### config.mk
export PLATFORM = sky130hd
export DESIGN_NAME = axi_lite_reg_slave_flat
export DESIGN_NICKNAME = d
export VERILOG_FILES = /design/src/rtl/axi_lite_if.sv /design/src/rtl/axi_lite_reg_slave.sv /design/src/flat_wrapper.sv
export SDC_FILE = /design/constraint.sdc
export NUM_CORES = 1
export LEC_CHECK = 0
export BUFFER_PORTS_ARGS = -buffer_cell sky130_fd_sc_hd__buf_4
export CAP_MARGIN = 15
export CORE_MARGIN = 4
export CORE_UTILIZATION = 40
export DETAILED_ROUTE_END_ITERATION = 8
export PLACE_DENSITY = 0.65
export SYNTH_ARGS = -nofsm -noshare
export SYNTH_HDL_FRONTEND = slang
export SYNTH_SLANG_ARGS = --single-unit
### constraint.sdc
create_clock -name clk -period 2.2 [get_ports clk]
set_input_delay 0.11 -clock clk [delete_from_list [all_inputs] [get_ports clk]]
set_output_delay 0.11 -clock clk [all_outputs]
set_load 0.01 [all_outputs]
### src/rtl/axi_lite_if.sv
// AXI-Lite bus bundle: five channels, with master and slave views.
interface axi_lite_if #(
    parameter int ADDR_W = 8,
    parameter int DATA_W = 32
);
    logic                  awvalid;
    logic                  awready;
    logic [ADDR_W-1:0]     awaddr;
    logic [2:0]            awprot;
    logic                  wvalid;
    logic                  wready;
    logic [DATA_W-1:0]     wdata;
    logic [DATA_W/8-1:0]   wstrb;
    logic                  bvalid;
    logic                  bready;
    logic [1:0]            bresp;
    logic                  arvalid;
    logic                  arready;
    logic [ADDR_W-1:0]     araddr;
    logic [2:0]            arprot;
    logic                  rvalid;
    logic                  rready;
    logic [DATA_W-1:0]     rdata;
    logic [1:0]            rresp;

    modport master (
        output awvalid, awaddr, awprot, wvalid, wdata, wstrb, bready,
               arvalid, araddr, arprot, rready,
        input  awready, wready, bvalid, bresp, arready, rvalid, rdata, rresp
    );

    modport slave (
        input  awvalid, awaddr, awprot, wvalid, wdata, wstrb, bready,
               arvalid, araddr, arprot, rready,
        output awready, wready, bvalid, bresp, arready, rvalid, rdata, rresp
    );
endinterface

### src/rtl/axi_lite_reg_slave.sv
// AXI-Lite slave terminating single-beat reads/writes into a bank of byte-strobed
// registers; register contents and per-register commit strobes drive the datapath.
module axi_lite_reg_cell #(
    parameter int DATA_W = 32
) (
    input  logic                clk,
    input  logic                rst_n,
    input  logic                we,
    input  logic [DATA_W-1:0]   wdata,
    input  logic [DATA_W/8-1:0] wstrb,
    output logic [DATA_W-1:0]   q,
    output logic                pulse
);
    // The strobe fires on every commit, even when no byte lane is enabled.
    always_ff @(posedge clk or negedge rst_n) begin
        if (!rst_n) begin
            q     <= '0;
            pulse <= 1'b0;
        end else begin
            pulse <= we;
            if (we) begin
                for (int b = 0; b < DATA_W/8; b++) begin
                    if (wstrb[b]) q[b*8 +: 8] <= wdata[b*8 +: 8];
                end
            end
        end
    end
endmodule

module axi_lite_reg_slave #(
    parameter int ADDR_W  = 8,
    parameter int DATA_W  = 32,
    parameter int REG_NUM = 8
) (
    input  logic                      clk,
    input  logic                      rst_n,
    axi_lite_if.slave                 s,
    output logic [REG_NUM*DATA_W-1:0] reg_o,
    output logic [REG_NUM-1:0]        wr_pulse_o
);
    localparam int IDX_W  = ADDR_W - 2;
    localparam int STRB_W = DATA_W / 8;
    localparam logic [1:0] OKAY   = 2'b00;
    localparam logic [1:0] SLVERR = 2'b10;

    typedef struct packed {
        logic [DATA_W-1:0] data;
        logic [STRB_W-1:0] strb;
    } wbuf_t;

    typedef struct packed {
        logic [1:0]        resp;
        logic [DATA_W-1:0] data;
    } rd_rsp_t;

    logic                             rdy_q;
    logic                             aw_full, w_full;
    logic [IDX_W-1:0]                 aw_idx;
    wbuf_t                            w_q;
    logic                             bvalid_q;
    logic [1:0]                       bresp_q;
    logic                             rvalid_q;
    rd_rsp_t                          r_q;
    logic [REG_NUM-1:0][DATA_W-1:0]   regs;
    logic [REG_NUM-1:0]               we;
    logic [DATA_W-1:0]                rd_data;
    logic [IDX_W-1:0]                 ar_idx;
    logic                             aw_in_range, ar_in_range;
    logic                             aw_hs, w_hs, ar_hs, commit;
    logic                             prot_unused;

    // rdy_q keeps every ready low while reset is held and for the reset edge itself.
    assign s.awready = rdy_q && !aw_full && !bvalid_q;
    assign s.wready  = rdy_q && !w_full  && !bvalid_q;
    assign s.arready = rdy_q && !rvalid_q;
    assign s.bvalid  = bvalid_q;
    assign s.bresp   = bresp_q;
    assign s.rvalid  = rvalid_q;
    assign s.rdata   = r_q.data;
    assign s.rresp   = r_q.resp;

    assign aw_hs  = s.awvalid && s.awready;
    assign w_hs   = s.wvalid  && s.wready;
    assign ar_hs  = s.arvalid && s.arready;
    assign commit = aw_full && w_full && !bvalid_q;

    assign ar_idx      = s.araddr[ADDR_W-1:2];
    assign aw_in_range = 32'(aw_idx) < REG_NUM;
    assign ar_in_range = 32'(ar_idx) < REG_NUM;

    assign prot_unused = ^{s.awprot, s.arprot, s.awaddr[1:0], s.araddr[1:0]};

    always_comb begin
        we = '0;
        for (int i = 0; i < REG_NUM; i++) begin
            we[i] = commit && (aw_idx == IDX_W'(i));
        end
    end

    // Out-of-range indices match no register, so the mux yields zero for them.
    always_comb begin
        rd_data = '0;
        for (int i = 0; i < REG_NUM; i++) begin
            if (ar_idx == IDX_W'(i)) rd_data = regs[i];
        end
    end

    always_ff @(posedge clk or negedge rst_n) begin
        if (!rst_n) begin
            rdy_q    <= 1'b0;
            aw_full  <= 1'b0;
            w_full   <= 1'b0;
            aw_idx   <= '0;
            w_q      <= '0;
            bvalid_q <= 1'b0;
            bresp_q  <= OKAY;
        end else begin
            rdy_q <= 1'b1;
            if (bvalid_q && s.bready) begin
                bvalid_q <= 1'b0;
                aw_full  <= 1'b0;
                w_full   <= 1'b0;
            end else begin
                if (aw_hs) begin
                    aw_full <= 1'b1;
                    aw_idx  <= s.awaddr[ADDR_W-1:2];
                end
                if (w_hs) begin
                    w_full <= 1'b1;
                    w_q    <= '{data: s.wdata, strb: s.wstrb};
                end
                if (commit) begin
                    bvalid_q <= 1'b1;
                    bresp_q  <= aw_in_range ? OKAY : SLVERR;
                end
            end
        end
    end

    // Sampling regs here sees the pre-commit value when a write lands on the same edge.
    always_ff @(posedge clk or negedge rst_n) begin
        if (!rst_n) begin
            rvalid_q <= 1'b0;
            r_q      <= '0;
        end else if (rvalid_q && s.rready) begin
            rvalid_q <= 1'b0;
        end else if (ar_hs) begin
            rvalid_q <= 1'b1;
            r_q      <= ar_in_range ? '{resp: OKAY, data: rd_data}
                                    : '{resp: SLVERR, data: '0};
        end
    end

    for (genvar g = 0; g < REG_NUM; g++) begin : g_reg
        axi_lite_reg_cell #(.DATA_W(DATA_W)) u_cell (
            .clk   (clk),
            .rst_n (rst_n),
            .we    (we[g]),
            .wdata (w_q.data),
            .wstrb (w_q.strb),
            .q     (regs[g]),
            .pulse (wr_pulse_o[g])
        );
    end

    assign reg_o = regs;
endmodule
### src/flat_wrapper.sv
// flat-port wrapper written by rule: the top's interface ports become plain ports
module axi_lite_reg_slave_flat 
#(
    parameter int ADDR_W  = 8,
    parameter int DATA_W  = 32,
    parameter int REG_NUM = 8
)
  (clk, rst_n, reg_o, wr_pulse_o, s_awvalid, s_awaddr, s_awprot, s_wvalid, s_wdata, s_wstrb, s_bready, s_arvalid, s_araddr, s_arprot, s_rready, s_awready, s_wready, s_bvalid, s_bresp, s_arready, s_rvalid, s_rdata, s_rresp);
  axi_lite_if #(.ADDR_W(ADDR_W), .DATA_W(DATA_W)) s_i ();
  input  logic clk;
  input  logic rst_n;
  output logic [REG_NUM*DATA_W-1:0] reg_o;
  output logic [REG_NUM-1:0] wr_pulse_o;
  input wire logic [$bits(s_i.awvalid)-1:0] s_awvalid;
  input wire logic [$bits(s_i.awaddr)-1:0] s_awaddr;
  input wire logic [$bits(s_i.awprot)-1:0] s_awprot;
  input wire logic [$bits(s_i.wvalid)-1:0] s_wvalid;
  input wire logic [$bits(s_i.wdata)-1:0] s_wdata;
  input wire logic [$bits(s_i.wstrb)-1:0] s_wstrb;
  input wire logic [$bits(s_i.bready)-1:0] s_bready;
  input wire logic [$bits(s_i.arvalid)-1:0] s_arvalid;
  input wire logic [$bits(s_i.araddr)-1:0] s_araddr;
  input wire logic [$bits(s_i.arprot)-1:0] s_arprot;
  input wire logic [$bits(s_i.rready)-1:0] s_rready;
  output wire logic [$bits(s_i.awready)-1:0] s_awready;
  output wire logic [$bits(s_i.wready)-1:0] s_wready;
  output wire logic [$bits(s_i.bvalid)-1:0] s_bvalid;
  output wire logic [$bits(s_i.bresp)-1:0] s_bresp;
  output wire logic [$bits(s_i.arready)-1:0] s_arready;
  output wire logic [$bits(s_i.rvalid)-1:0] s_rvalid;
  output wire logic [$bits(s_i.rdata)-1:0] s_rdata;
  output wire logic [$bits(s_i.rresp)-1:0] s_rresp;
  assign s_i.awvalid = s_awvalid;
  assign s_i.awaddr = s_awaddr;
  assign s_i.awprot = s_awprot;
  assign s_i.wvalid = s_wvalid;
  assign s_i.wdata = s_wdata;
  assign s_i.wstrb = s_wstrb;
  assign s_i.bready = s_bready;
  assign s_i.arvalid = s_arvalid;
  assign s_i.araddr = s_araddr;
  assign s_i.arprot = s_arprot;
  assign s_i.rready = s_rready;
  assign s_awready = s_i.awready;
  assign s_wready = s_i.wready;
  assign s_bvalid = s_i.bvalid;
  assign s_bresp = s_i.bresp;
  assign s_arready = s_i.arready;
  assign s_rvalid = s_i.rvalid;
  assign s_rdata = s_i.rdata;
  assign s_rresp = s_i.rresp;
  axi_lite_reg_slave #(.ADDR_W(ADDR_W), .DATA_W(DATA_W), .REG_NUM(REG_NUM)) u_core (.clk(clk), .rst_n(rst_n), .s(s_i), .reg_o(reg_o), .wr_pulse_o(wr_pulse_o));
endmodule
Yosys cells after proc, flatten, opt, wreduce, memory -nomap -nowiden
Index checks and enable logic that the tools add are counted.
- input port bits: 65
- output and inout port bits: 305
- flip-flop bits (word level): 347
- logic and storage cells: 153
- $lt $le $gt $ge: 2
- multiplexer cells: 18
- bitwise operators: 2
- equality and inequality tests: 14
- reduce and logical (&&, ||, !) cells: 66
- operator list (kind ; count):
    2-to-1 mux 32 bit ; 8
    AND reduction 2 bit ; 36
    equality test 6 x 3 -> 1 bit (second input constant) ; 8
    2-to-1 mux 34 bit ; 1
    equality test 6 x 2 -> 1 bit (second input constant) ; 4
    logical AND 1 bit ; 20
    equality test 6 x 1 -> 1 bit (second input constant) ; 2
    logical NOT 6 bit ; 2
    less-than comparator 6 x 4 -> 1 bit (second input constant) ; 2
    2-to-1 mux 1 bit ; 8
    nonzero test 2 bit ; 4
    logical NOT 1 bit ; 4
    2-to-1 mux 2 bit ; 1
    NOT 1 bit ; 2

Logic depth before layout (Yosys ltp)
- depth after elaboration: 10
- mapped depth: 7
- gate-level depth less buffers: 4

Cells and area by module
Synthesis repeated with hierarchy kept, for this count alone.
- cell total of the unflattened synthesis: 1042
- area, all modules: 14770.4 µm²
- modules (own cells, without submodules) (module ; area each (µm²) ; times used ; seq. area each (µm²) ; cells each):
    axi_lite_reg_cell ; 1211.2 ; 8 ; 825.8 ; 69
    axi_lite_reg_slave ; 5081.1 ; 1 ; 2026.9 ; 490

Least setup slack after synthesis
OpenSTA, ideal clock, no wires.
- path type: flip-flop to flip-flop
- from: reg u_core.bvalid_q, in the netlist u_core.s.bvalid
- to: reg u_core.g_reg[3].u_cell.q[0]
- stages on the path, launching flop included: 7
- required time: 2.075 ns
- setup time: 0.125 ns
- path buffers: 2
- setup slack: 0.269 ns
- arrival time: 1.807 ns
- period minus slack after synthesis: 1.931 ns
- cell sequence: dfrtp_1 > and3b_1 > buf_2 > nand4_2 > nor2b_1 > buf_4 > mux2_2
- word-level cells in the longest chain between the ends: 4
- RTL lines (element ; line ; RTL):
    start: declaration ; axi_lite_reg_slave.sv:60 ; logic bvalid_q;
    start signal: assignment ; axi_lite_reg_slave.sv:115 ; bvalid_q <= 1'b0;
    start signal: assignment ; axi_lite_reg_slave.sv:120 ; bvalid_q <= 1'b0;
    start signal: assignment ; axi_lite_reg_slave.sv:133 ; bvalid_q <= 1'b1;
    logical NOT 1 bit ; axi_lite_reg_slave.sv:85 ; assign commit = aw_full && w_full && !bvalid_q;
    logical AND 1 bit ; axi_lite_reg_slave.sv:85 ;
    logical AND 1 bit ; axi_lite_reg_slave.sv:96 ; we[i] = commit && (aw_idx == IDX_W'(i));
    AND reduction 2 bit (no source line) ; n/a ;
    end signal: indexed assignment ; axi_lite_reg_slave.sv:23 ; if (wstrb[b]) q[b*8 +: 8] <= wdata[b*8 +: 8];
    end: declaration ; axi_lite_reg_slave.sv:11 ; output logic [DATA_W-1:0] q,
Every way passes these cells.
A chain may end at the register's enable or synchronous reset.

Final worst setup path
- from: reg u_core.rvalid_q, in the netlist u_core.s.rvalid
- to: reg u_core.r_q, in the netlist u_core.s.rdata[1]
- word-level cells in the longest chain between the ends: 4
- elaborated cells on any way between the ends: 6
- those cells by class: 1 x bitwise; 5 x reduce/logical
- RTL lines (element ; line ; RTL):
    start: declaration ; axi_lite_reg_slave.sv:62 ; logic rvalid_q;
    start signal: assignment ; axi_lite_reg_slave.sv:143 ; rvalid_q <= 1'b0;
    start signal: assignment ; axi_lite_reg_slave.sv:146 ; rvalid_q <= 1'b0;
    start signal: assignment ; axi_lite_reg_slave.sv:148 ; rvalid_q <= 1'b1;
    logical NOT 1 bit ; axi_lite_reg_slave.sv:75 ; assign s.arready = rdy_q && !rvalid_q;
    logical AND 1 bit ; axi_lite_reg_slave.sv:75 ;
    logical AND 1 bit ; axi_lite_reg_slave.sv:84 ; assign ar_hs = s.arvalid && s.arready;
    AND reduction 2 bit (no source line) (*) ; n/a ;
    end signal: assignment ; axi_lite_reg_slave.sv:149 ; r_q <= ar_in_range ? '{resp: OKAY, data: rd_data}
    end: declaration ; axi_lite_reg_slave.sv:63 ; rd_rsp_t r_q;
Mark *: on every way between the ends. The rest lies on a longest branch, timed or not.

==> results_dict.tcl <==
set metrics [dict create \
    place_hpwl_microns 38250 \
    syn-instance-count 1169 \
    yosysMostFrequentCell "dfrtp_1" \
    leakagePower_uw 0.01061 \
    vias 12000 \
    die_area_sq_mm 0.04190 \
    ys.flop_type "dfrtp_1" \
    synthTopCellsByArea "dfrtp_1, mux2_2, a2bb2oi_1" \
    clockBufferDepth 3 \
    irDropWorstVdd_mv 0.7130 \
    fin_nets 1677 \
    synth.avg_cell_area_sq_um 13.24 \
    slew_violations 0 \
    first_pass_iters 5 \
    synth_top_area_share 0.5578 \
    max_slew_margin 0.5294 \
    async_flop_share 1.000 \
    rrSetupSlack_ns 0.11 \
    clock-sinks 345 \
    setup_viol_count_final 0 \
    cp_max_fo 11 \
    hp-class "input port to asynchronous set/reset pin" \
    synth_edf_count 0 \
    grt_pass1_vias 12520 \
    die_x_microns 204.7 \
    ys_seq_elements 345 \
    wire_per_inst_microns 25.76 \
    finalClockSkew_ns 0.01903 \
    synthesis.area_sq_mm 0.01548 \
    worstMarginPinSlew_ns 0.7059 \
    rsz0062_at_grt "no" \
    synth_warnings 0 \
    hold_violations 0 \
    initial_core_util 0.4080 \
    core_area_sq_mm 0.03793 \
    ios 370 \
    final_layout_size_suffix_gt1_frac 0.5085 \
    drt_wl_total_microns 55440 \
    portBuffers 357 \
    cts_resized 0 \
    synth_seq_area_share 0.5578 \
    synth_common_cells "dfrtp_1, mux2_2, nand2_1, nor2_1, clkbuf_1" \
    setup_ws_ns 0.1131 \
    cp-start-kind "register" \
    grt-ovfl-total 0 \
    r2r_start "u_core.s.rvalid$_DFFE_PN0P_" \
    syn2layout_area_growth_pct 34.97 \
    cp.arrival_ns 2.53 \
    viasPerCell 5.575 \
    status "complete, no violations" \
    clkTransAtPathRegs_ns 0.06 \
    drtIter0Drc 713 \
    maxCapViolations 0 \
    cts_buffers 39 \
    cp_data_required_time_ns 2.65 \
    antenna_found_initial 4 \
    htree_levels 2 \
    seqCellArea_sq_mm 0.008633 \
    gp_congestion 0.8279 \
    num_rows 71 \
    clock_latency_ns 0.55 \
    die_height_microns 204.7 \
    finalCriticalPeriod_ns 2.087 \
    powerDensity_mw_per_mm2 1068 \
    final_antenna_net_count 0 \
    grt_util_all_layers 0.2594 \
    cts-root-buf "clkbuf_16" \
    ys_types 57 \
    r2r_cells 4 \
    path_cells "nand3b_1 > nor2_8 > nand2_1 > o221ai_1" \
    grt_max_degree 83 \
    cts_tree "done" \
    synth_top_area_cell "dfrtp_1" \
    crit_type "register to register" \
    worst_r2r_endpoint "u_core.s.rdata[1]$_DFFE_PN0P_" \
    grt_pass1_wl_microns 81250 \
    multi_input_comb_area_sq_mm 0.006436 \
    max_freq_ghz 0.4792 \
    end_kind "register" \
    nFillCells 3259 \
    setup_tns_ns 0 \
    crit_path_top_delay_cell "nand3b_1" \
    fin_crit_sh 0.9486 \
    drc 0 \
    pre_cts_slack_ns 0.02382 \
    slowest_delay_ns 0.44 \
]
[metal layers]
metal  up-vias  routed length (microns)  global-route usage
met2       497                    26190              0.4184
met3       117                     4075             0.05968
met5         -                        0                   0
met1      6165                    23020              0.3413
met4         0                     2151              0.1024
li1       5218                        -                   -
[placed cells by master (no fill, tap or decap), types with 15 or more instances in the layout]
cell type        n
buf_4          418
a22oi_1         26
o31ai_1         21
mux2i_1         15
nand2b_1        18
a21oi_1         33
mux2_2         306
o211a_1         17
a221oi_1        23
a2bb2oi_1       24
o21ai_0         24
nand2_1         52
dfrtp_1        345
dlygate4sd3_1   45
mux2_1          15
nor2_1          42
clkbuf_16       41
[area by class of cell]
type / count / share of cell area
Timing Repair Buffer: 477 / 0.1850
Multi-Input combinational cell: 736 / 0.3081
Sequential cell: 345 / 0.4133
Tap cell: 511 / 0.03061
Antenna cell: 3 / 0.0003594
Clock buffer: 58 / 0.05696
Clock inverter: 9 / 0.003354
Inverter: 13 / 0.002336
[cell families (layout without fill, tap and decap cells)]
logic type / count (synthesis) / after routing / synth area share
mux: 336 / 336 / 0.2433
flops: 345 / 345 / 0.5578
compound gates: 219 / 219 / 0.1052
buf+inv: 89 / 557 / 0.02789
simple gates: 178 / 178 / 0.06532
other cells: 2 / 6 / 0.0004853
[state kept, by name (all words and copies together) (netlist names), 6 cells and up]
signal                 cells
u_core.g.u_cell.q        256
u_core.w_q                36
u_core.s.rdata            32
u_core.g.u_cell.pulse      8
u_core.aw_idx              6
[through the flow]
| stage | util | cell area [sq um] | hold slack, ns | cells | total power (uW) |
|---|---|---|---|---|---|
| finish | 0.5507 | 20890 | 0.08557 | 2152 | 22300 |
| global route | 0.5507 | 20890 | 0.07945 | 2152 | 23400 |
| CTS | 0.5505 | 20880 | 0.05267 | 2149 | 22490 |
| detailed placement | 0.5052 | 19160 | 0.06660 | 2036 | 15930 |
| global placement | 0.5052 | 19160 | 0.06657 | 2036 | 15750 |
| floorplan | - | 15480 | -0.1856 | 1170 | 12330 |
[how the worst max path moves through the flow]
| stage | start | endpoint | slack [ns] | cells past startpoint |
|---|---|---|---|---|
| floorplan | u_core.s.bvalid$_DFFE_PN0P_ | u_core.g_reg[3].u_cell.q[0]$_DFFE_PN0P_ | 0.27 | 6 |
| global placement | u_core.aw_idx[3]$_DFFE_PN0P_ | u_core.g_reg[0].u_cell.q[24]$_DFFE_PN0P_ | 0.09 | 5 |
| detailed placement | u_core.aw_idx[3]$_DFFE_PN0P_ | u_core.g_reg[4].u_cell.q[22]$_DFFE_PN0P_ | 0.02 | 5 |
| CTS | u_core.s.rvalid$_DFFE_PN0P_ | u_core.s.rdata[13]$_DFFE_PN0P_ | 0.11 | 4 |
| global route | u_core.s.bvalid$_DFFE_PN0P_ | u_core.g_reg[7].u_cell.q[15]$_DFFE_PN0P_ | 0.04 | 5 |
| finish | u_core.s.rvalid$_DFFE_PN0P_ | u_core.s.rdata[1]$_DFFE_PN0P_ | 0.11 | 4 |
[critical path, delay by kind of cell, from the launching register on]
family             cells  cell delay [ns]
AOI/OAI and AO/OA      1             0.33
DFF                    1             0.40
and+or+nand+nor        3             1.25
[what timing repair did]
action / CTS / global route
setup buffers: 1 / 0
hold buffers: 45 / 0
setup endpoints to repair: 1 / 0
hold endpoints to repair: 391 / 0
[where the power goes]
group          switching (uW)  leakage, uW  internal [uW]
combinational            2490      0.00528           3310
clock                    2560     0.000631           3840
sequential               2120      0.00469           7980
total                    7180       0.0106          15100
(Power assumes the default switching activity.)
